$ cat config.mk
export PLATFORM = sky130hd
export DESIGN_NAME = spi_regfile
export DESIGN_NICKNAME = d
export VERILOG_FILES = /design/src/rtl/spi_regfile_pkg.sv /design/src/rtl/spi_regfile_sync2.sv /design/src/rtl/spi_regfile.sv
export SDC_FILE = /design/constraint.sdc
export NUM_CORES = 1
export LEC_CHECK = 0
export ABC_CLOCK_PERIOD_IN_PS = 3100
export CAP_MARGIN = 10
export CELL_PAD_IN_SITES_DETAIL_PLACEMENT = 0
export CELL_PAD_IN_SITES_GLOBAL_PLACEMENT = 2
export CORE_ASPECT_RATIO = 1.4
export CORE_MARGIN = 8
export CORE_UTILIZATION = 37
export DETAILED_ROUTE_END_ITERATION = 8
export PLACE_DENSITY_LB_ADDON = 0.1
export SYNTH_ARGS = -nofsm -noshare
export SYNTH_HDL_FRONTEND = slang
export SYNTH_SLANG_ARGS = --single-unit
$ cat constraint.sdc
create_clock -name clk -period 3.1 [get_ports clk]
set_clock_uncertainty 0.1 [all_clocks]
set_input_delay 0.31 -clock clk [delete_from_list [all_inputs] [get_ports clk]]
set_output_delay 0.31 -clock clk [all_outputs]
set_load 0.05 [all_outputs]
$ cat src/rtl/spi_regfile_pkg.sv
// Shared definitions for the SPI register file.
// Contents:
//   DEF_DATA_W / DEF_ADDR_W / DEF_NUM_REGS : default geometry of the block
//   state_t                                : frame state machine encoding
package spi_regfile_pkg;

    localparam int DEF_DATA_W   = 8;
    localparam int DEF_ADDR_W   = 7;
    localparam int DEF_NUM_REGS = 5;

    typedef enum logic [1:0] {
        IDLE   = 2'd0,
        SHIFT  = 2'd1,
        COMMIT = 2'd2
    } state_t;

endpackage

$ cat src/rtl/spi_regfile_sync2.sv
// Two-flop synchroniser bringing an asynchronous level into the clk domain.
// Ports:
//   clk  : system clock
//   rst  : synchronous active-high reset, loads RST_VAL into both flops
//   d    : asynchronous input
//   q    : synchronised output
// Parameter RST_VAL: idle level of the input, used so that reset does not
// manufacture a spurious edge on the synchronised signal.
module sync2 #(
    parameter logic RST_VAL = 1'b0
) (
    input  logic clk,
    input  logic rst,
    input  logic d,
    output logic q
);

    logic meta_reg;
    logic q_reg;

    always_ff @(posedge clk) begin
        if (rst) begin
            meta_reg <= RST_VAL;
            q_reg    <= RST_VAL;
        end else begin
            meta_reg <= d;
            q_reg    <= meta_reg;
        end
    end

    assign q = q_reg;

endmodule

$ cat src/rtl/spi_regfile.sv
// SPI (mode 0) slave register file. Frames are rw, addr, data, MSB first.
// A complete write frame to a legal address updates one register and pulses
// wr_pulse; a malformed or out-of-range write frame pulses err_pulse.
// Ports:
//   clk, rst        : system clock, synchronous active-high reset
//   sclk, sdi, ncs  : asynchronous SPI inputs (synchronised internally)
//   sdo             : SPI data out, always driven
//   regs            : flattened registers, register i at [i*DATA_W +: DATA_W]
//   wr_pulse/wr_addr: one-cycle commit strobe and its address
//   err_pulse       : one-cycle strobe for a rejected write frame
// Optional feature: define SPI_REGFILE_READBACK_EN to return regs[addr] on
// sdo during a read frame; otherwise sdo is tied low and reads are ignored.
module spi_regfile
    import spi_regfile_pkg::*;
#(
    parameter int DATA_W   = DEF_DATA_W,
    parameter int ADDR_W   = DEF_ADDR_W,
    parameter int NUM_REGS = DEF_NUM_REGS
) (
    input  logic                       clk,
    input  logic                       rst,
    input  logic                       sclk,
    input  logic                       sdi,
    input  logic                       ncs,
    output logic                       sdo,
    output logic [NUM_REGS*DATA_W-1:0] regs,
    output logic                       wr_pulse,
    output logic [ADDR_W-1:0]          wr_addr,
    output logic                       err_pulse
);

    localparam int FRAME_W = 1 + ADDR_W + DATA_W;
    // rw is held separately, so the shifter only keeps addr+data
    localparam int SH_W    = ADDR_W + DATA_W;
    localparam int CNT_W   = $clog2(FRAME_W + 2);
    localparam logic [CNT_W-1:0] CNT_FULL = CNT_W'(FRAME_W);
    localparam logic [CNT_W-1:0] CNT_MAX  = CNT_W'(FRAME_W + 1);

    logic sclk_s, sdi_s, ncs_s;

    sync2 #(.RST_VAL(1'b0)) u_sync_sclk (.clk(clk), .rst(rst), .d(sclk), .q(sclk_s));
    sync2 #(.RST_VAL(1'b0)) u_sync_sdi  (.clk(clk), .rst(rst), .d(sdi),  .q(sdi_s));
    sync2 #(.RST_VAL(1'b1)) u_sync_ncs  (.clk(clk), .rst(rst), .d(ncs),  .q(ncs_s));

    state_t              state_reg, state_next;
    logic [CNT_W-1:0]    cnt_reg, cnt_next;
    logic [SH_W-1:0]     shift_reg, shift_next;
    logic                rw_reg, rw_next;
    logic                sclk_prev_reg;
    logic                ncs_prev_reg;
    logic [1:0]          settle_reg;
    logic                armed_reg;
    logic                wr_pulse_reg, err_pulse_reg;
    logic [ADDR_W-1:0]   wr_addr_reg;
    logic [DATA_W-1:0]   regs_reg [NUM_REGS];

    logic                ncs_fall, ncs_rise, sclk_rise;
    logic                commit_wr, commit_err;
    logic [ADDR_W-1:0]   addr_f;
    logic [DATA_W-1:0]   data_f;
    logic                addr_ok;

    // The synchroniser outputs only reflect the pins two cycles after reset.
    // A frame may start only once ncs_s has been seen high after that, so an
    // ncs held low across reset cannot open a frame mid-way through its bits.
    assign ncs_fall  = armed_reg & ncs_prev_reg & ~ncs_s;
    assign ncs_rise  = ~ncs_prev_reg & ncs_s;
    assign sclk_rise = ~sclk_prev_reg & sclk_s;

    assign addr_f  = shift_reg[DATA_W +: ADDR_W];
    assign data_f  = shift_reg[DATA_W-1:0];
    assign addr_ok = (int'(addr_f) < NUM_REGS);

    always_comb begin
        state_next = state_reg;
        cnt_next   = cnt_reg;
        shift_next = shift_reg;
        rw_next    = rw_reg;
        commit_wr  = 1'b0;
        commit_err = 1'b0;
        unique case (state_reg)
            IDLE: begin
                if (ncs_fall) begin
                    state_next = SHIFT;
                    cnt_next   = '0;
                    shift_next = '0;
                    rw_next    = 1'b0;
                end
            end
            SHIFT: begin
                // ncs edge wins over a coincident sclk edge
                if (ncs_rise) begin
                    state_next = COMMIT;
                end else if (sclk_rise) begin
                    shift_next = {shift_reg[SH_W-2:0], sdi_s};
                    if (cnt_reg == '0) begin
                        rw_next = sdi_s;
                    end
                    if (cnt_reg != CNT_MAX) begin
                        cnt_next = cnt_reg + 1'b1;
                    end
                end
            end
            COMMIT: begin
                state_next = IDLE;
                // rw_reg is 0 for an empty frame, so it never pulses
                if (rw_reg) begin
                    if ((cnt_reg == CNT_FULL) && addr_ok) begin
                        commit_wr = 1'b1;
                    end else begin
                        commit_err = 1'b1;
                    end
                end
            end
            default: state_next = IDLE;
        endcase
    end

    always_ff @(posedge clk) begin
        if (rst) begin
            state_reg     <= IDLE;
            cnt_reg       <= '0;
            shift_reg     <= '0;
            rw_reg        <= 1'b0;
            sclk_prev_reg <= 1'b0;
            ncs_prev_reg  <= 1'b1;
            settle_reg    <= 2'b00;
            armed_reg     <= 1'b0;
            wr_pulse_reg  <= 1'b0;
            err_pulse_reg <= 1'b0;
            wr_addr_reg   <= '0;
        end else begin
            state_reg     <= state_next;
            cnt_reg       <= cnt_next;
            shift_reg     <= shift_next;
            rw_reg        <= rw_next;
            sclk_prev_reg <= sclk_s;
            ncs_prev_reg  <= ncs_s;
            settle_reg    <= {settle_reg[0], 1'b1};
            if (settle_reg[1] && ncs_s) begin
                armed_reg <= 1'b1;
            end
            wr_pulse_reg  <= commit_wr;
            err_pulse_reg <= commit_err;
            if (commit_wr) begin
                wr_addr_reg <= addr_f;
            end
        end
    end

    // Register update lands on the same edge that raises wr_pulse
    always_ff @(posedge clk) begin
        for (int i = 0; i < NUM_REGS; i++) begin
            if (rst) begin
                regs_reg[i] <= '0;
            end else if (commit_wr && (addr_f == ADDR_W'(i))) begin
                regs_reg[i] <= data_f;
            end
        end
    end

    generate
        for (genvar gi = 0; gi < NUM_REGS; gi++) begin : g_flat
            assign regs[gi*DATA_W +: DATA_W] = regs_reg[gi];
        end
    endgenerate

    assign wr_pulse  = wr_pulse_reg;
    assign err_pulse = err_pulse_reg;
    assign wr_addr   = wr_addr_reg;

`ifdef SPI_REGFILE_READBACK_EN
    localparam logic [CNT_W-1:0] CNT_ADDR  = CNT_W'(ADDR_W);
    localparam logic [CNT_W-1:0] CNT_ADDR1 = CNT_W'(ADDR_W + 1);

    logic [DATA_W-1:0] out_shift_reg;
    logic [DATA_W-1:0] rd_data;
    logic [ADDR_W-1:0] rd_addr;
    logic              sclk_fall;

    assign sclk_fall = sclk_prev_reg & ~sclk_s;
    // address as it stands once the current sclk rise has been shifted in
    assign rd_addr   = shift_next[ADDR_W-1:0];

    always_comb begin
        rd_data = '0;
        for (int i = 0; i < NUM_REGS; i++) begin
            if (rd_addr == ADDR_W'(i)) begin
                rd_data = regs_reg[i];
            end
        end
    end

    // Load on the rise that completes the address; the fall right after that
    // rise is skipped so the MSB is still on sdo when the master samples it.
    always_ff @(posedge clk) begin
        if (rst) begin
            out_shift_reg <= '0;
        end else if (state_reg == IDLE) begin
            if (ncs_fall) begin
                out_shift_reg <= '0;
            end
        end else if ((state_reg == SHIFT) && !ncs_rise) begin
            if (sclk_rise && (cnt_reg == CNT_ADDR) && !rw_reg) begin
                out_shift_reg <= rd_data;
            end else if (sclk_fall && (cnt_reg > CNT_ADDR1)) begin
                out_shift_reg <= {out_shift_reg[DATA_W-2:0], 1'b0};
            end
        end
    end

    assign sdo = (state_reg == SHIFT) & ~rst & out_shift_reg[DATA_W-1];
`else
    assign sdo = 1'b0;
`endif

endmodule

Word level (Yosys, flattened, before mapping)
Memories as Yosys holds them, arrays and structs flattened.
Index checks and enable logic that the tools add are counted.
{ "totals": {"mem_count": 1, "ramBits": 40, "output_inout_bits": 50, "input_bits": 5, "word_cells": 109, "regBits": 43} }
{ "classes": {"n_mux": 44, "magnitude_cmp": 1, "bitwise": 14, "eq_ne": 14, "addsub": 1, "n_reduce_logical": 16} }
{ "mem_list": {"columns": ["name", "depth", "width", "read_ports", "rd_ports_with_merged_regs", "wr", "line", "rtl"], "rows": [
  ["regs_reg", 5, 8, 5, 0, 5, "spi_regfile.sv:55", "logic [DATA_W-1:0] regs_reg [NUM_REGS];"]
]} }
{ "op_table": {"columns": ["cell", "n"], "rows": [
  ["$mux W15", 3],
  ["$mux W8", 5],
  ["$pmux W15 S2", 1],
  ["$mux W1", 26],
  ["$mux W5", 4],
  ["$eq A7 B2 Y1 const B", 2],
  ["$ne A2 B2 Y1 const B", 6],
  ["$pmux W5 S2", 1],
  ["$reduce_and A5 Y1", 2],
  ["$eq A7 B1 Y1 const B", 1],
  ["$eq A7 B3 Y1 const B", 1],
  ["$logic_and A1 B1 Y1", 7],
  ["$logic_not A7 Y1", 1],
  ["$lt A7 B3 Y1 const B", 1],
  ["$add A5 B1 Y5 const B", 1],
  ["$eq A5 B5 Y1 const B", 1],
  ["$logic_not A5 Y1", 1],
  ["$ne A5 B5 Y1 const B", 1],
  ["$not A1 Y1", 5],
  ["$or A1 B1 Y1", 5],
  ["$and A1 B1 Y1", 4],
  ["$mux W2", 2],
  ["$pmux W2 S2", 1],
  ["$reduce_and A4 Y1", 1],
  ["7 further kinds", 7]
]} }

Depth between registers and ports, before layout
{ "depth": {"ltp_word": 10, "depth_mapped": 7, "mapped_depth_nobuf": 6} }

By module
Synthesis repeated with hierarchy kept, for this count alone.
{ "unflattened": {"hier_cells": 280, "hier_area_um2": 3266.9} }
{ "modules_own_cells": {"columns": ["module", "seq_area_each_um2", "cells_per_inst", "area_each_um2", "n_inst"], "rows": [
  ["spi_regfile", 1941.9, 268, 3109.2, 1],
  ["sync2", 40.0, 4, 52.6, 3]
]} }

Worst setup path before layout
Ideal clock, no wire load.
{ "synth_timing": {"kind": "register to register", "startpoint": "reg cnt_reg[0]", "endpoint": "mem regs_reg[1][0] in the netlist's numbering (enable)", "setup_ns": 0.278, "path_buffers": 1, "t_required_ns": 2.722, "arrival_ns": 1.580, "setup_slack_ns": 1.141, "stages_incl_launch_ff": 7, "period_less_slack_ns": 1.959, "cell_sequence": "dfxtp_1 > inv_1 > ha_1 > and4bb_2 > and3_2 > buf_2 > a41o_1"} }
{ "synth_lines": {"columns": ["element", "line", "rtl"], "rows": [
  ["from (decl)", "spi_regfile.sv:46", "logic [CNT_W-1:0] cnt_reg, cnt_next;"],
  ["from (signal assigned)", "spi_regfile.sv:134", "cnt_reg <= cnt_next;"],
  ["to (decl)", "spi_regfile.sv:55", null]
]} }

==> run_results.csv <==
group,metric,value,unit
status,status,"finished, final reports clean",
global_routing,grt_pass1_vias,2187,
critical_path,crit_chain,"inv_1 > ha_1 > and4bb_2 > and3_2 > a41o_1",
detailed_routing,wl_per_cell,16.08,um
timing,finalSetupViolations,0,
timing,setup_tns,0,ns
detailed_routing,route.met3.wl,445,um
critical_path,crit_path_start_kind,"register",
floorplan,die_h,127.7,um
timing,drv_slew,0,
timing,fmax,476.6,MHz
critical_path,cp-end-kind,"register",
logic_synthesis,synth_fp_nets,289,
logic_synthesis,yosys_warnings,0,
detailed_routing,routed-via-count,2216,
finish,fin_nets,342,
logic_synthesis,synthCells,281,
finish,nFillCells,821,
critical_path,cp_data_required_time,2.99,ns
placed_design,place_ws,0.9843,ns
logic_synthesis,synth_edf_count,40,
critical_path,cp_max_fo,9,
timing,finalCritPeriodShare,67.68,%
placed_design,place_area,0.003924,mm2
global_routing,grt-ovfl-total,0,
critical_path,crit_buf_inv,1,
logic_synthesis,synthArstFlopShare,0,%
detailed_routing,top_layer_used,"met4",
clocking,cts_buffer_depth,2,
timing,finalCriticalPeriod,2.098,ns
finish,multi_input_area,0.001145,mm2
global_routing,grt_max_degree,41,
clocking,root_buffer,"clkbuf_16",
logic_synthesis,syn_area_per_cell,11.74,um2
timing,tightest_slew,0.7778,ns
worst_hold_path,hold_start,"u_sync_ncs.meta_reg$_SDFF_PP1_",
detailed_routing,drt_wl_total,7170,um
logic_synthesis,yosys-top-cells-area,"edfxtp_1 36%, dfxtp_1 26%, and2_1 7.6%",
power,power_leakage,0.001478,uW
critical_path,crit_start,"cnt_reg[0]$_SDFFE_PP0P_",
clocking,cts_tree,"built",
finish,syn_to_final_growth,27.81,%
finish,drive_above_1_share,10.32,%
logic_synthesis,synth_common_cells,"43 x dfxtp_1, 40 x and2_1, 40 x edfxtp_1",
floorplan,fp-row-count,41,
critical_path,crit_type,"reg -> reg",
finish,largest_reg_flops,40,
critical_path,r2r-start,"cnt_reg[0]$_SDFFE_PP0P_",
critical_path,slowest_delay,0.44,ns
logic_synthesis,synth.distinct_cells,43,
clocking,h-tree-depth,3,
placed_design,port_buffers,53,
clocking,path_clk_slew,0.06,ns
critical_path,cp_top_family,"simple AND/OR/NAND/NOR gates",
finish,seqCellArea,0.002062,mm2
clocking,cts_sinks,83,
global_routing,grt_pass1_wl,11630,um
floorplan,start_util,37.38,%
detailed_routing,vias_per_cell,4.969,
logic_synthesis,seq_area_frac_synth,62.52,%
floorplan,core,0.008823,mm2
floorplan,die_area,0.01223,mm2
detailed_routing,wl_met1,2876,um
floorplan,io_pins,55,
global_routing,grt_antenna_before_repair,0,
clocking,postCtsHoldBufs,0,
logic_synthesis,netlist_area,0.003298,mm2
critical_path,worstPathArrival,1.99,ns
global_routing,grt_usage,12.55,%
logic_synthesis,ys_seq_elements,83,
detailed_routing,ant_nets,0,
placed_design,place_congestion,0.8171,
power,power_density,558.1,mW/mm2
detailed_routing,drc_errors,0,
timing,relSlewSlack,48.00,%
finish,final_area,0.004215,mm2
placed_design,dp_hpwl,5194,um
timing,rsz0062_at_grt,"no",
logic_synthesis,synth_most_common_cell,"dfxtp_1",
finish,fin_cells,446,
clocking,cts_resized,0,
timing,setup_slack,1.002,ns
clocking,cts_buffers,9,
worst_hold_path,min_path_type,"reg -> reg",
floorplan,fp.dieW,95.80,um
clocking,insertion_delay,0.33,ns
timing,hold_violations,0,
flow_run,timing.max_cap.violations,0,
power,ir_worst_vdd,0.0002841,V
finish,antenna_cells,0,
detailed_routing,drt_iter0_markers,161,
logic_synthesis,synth_ff_type,"dfxtp_1",
placed_design,dp.cells,430,
logic_synthesis,yosys.area.top_type,"edfxtp_1",
clocking,cts_setup_buffers,0,
detailed_routing,wl_met2,3684,um
logic_synthesis,synth_top_cell_area_share,36.42,%
detailed_routing,drtPass1Iterations,4,
critical_path,crit_slowest_cell,"a41o_1",
==> placed cells by master, fill, tap and decap left out, types with 6 or more instances in the layout <==
cell,count
clkbuf_16,9
inv_1,6
nand2_1,28
and3_1,6
a21oi_1,23
dfxtp_1,43
nand3_1,24
clkdlybuf4s50_1,53
edfxtp_1,40
and2_1,40
nor2b_1,6
==> cell type report <==
class	count	area share (%)
clock buffer	9	5.343
tap	107	3.176
multi-input combinational	177	27.16
inverter	6	0.5343
clock inverter	7	1.573
sequential	83	48.92
timing repair buffer	57	13.30
==> worst reg2reg max path, delay by kind of cell, from the launching register on <==
| family | cells | cell delay [ns] |
|---|---|---|
| adder cells (fa/ha/maj) | 1 | 0.16 |
| AO/OA/AOI/OAI | 1 | 0.44 |
| buffers and inverters | 1 | 0.10 |
| flip-flops | 1 | 0.36 |
| AND/OR/NAND/NOR | 2 | 0.61 |
==> where the power goes <==
part	total, uW	internal (uW)	switching (uW)
registers	1180	1170	8.27
logic	146	43.2	102
clock network	1030	619	410
total	2350	1830	520
==> metal layers <==
layer  up-vias  global-route usage, %
met2        59                  21.13
met4         0                  5.631
met1      1044                  13.94
met5         -                      0
met3         8                  3.927
li1       1105                      -
==> worst paths after layout <==
path | cells past startpoint | slack [ns] | to
worst max-delay path | 5 | 1.00 | regs_reg[3][5]$_SDFFCE_PN0P_
worst min register to register | 1 | 0.32 | u_sync_ncs.q$_SDFF_PP1_
worst min-delay path | 1 | 0.32 | u_sync_ncs.q$_SDFF_PP1_
worst max register to register | 5 | 1.00 | regs_reg[3][5]$_SDFFCE_PN0P_
==> logic make-up after synthesis <==
logic type               share of synthesized area (%)
AND/OR/NAND/NOR                                  26.21
flip-flops                                       62.52
AO/OA/AOI/OAI                                    6.943
buffers and inverters                            2.769
adder cells (fa/ha/maj)                          1.138
multiplexers                                    0.3035
other                                           0.1137
==> per-stage QoR <==
step           util, %  power [uW]  hold WS, ns
2_1_floorplan        -        1299       0.2895
3_3_place_gp     44.47        1350       0.3031
3_5_place_dp     44.47        1351       0.3042
4_1_cts          47.77        2378       0.3244
5_1_grt          47.77        2442       0.3556
6_report         47.77        2352       0.3161
Power figures use the tool's default switching activity.
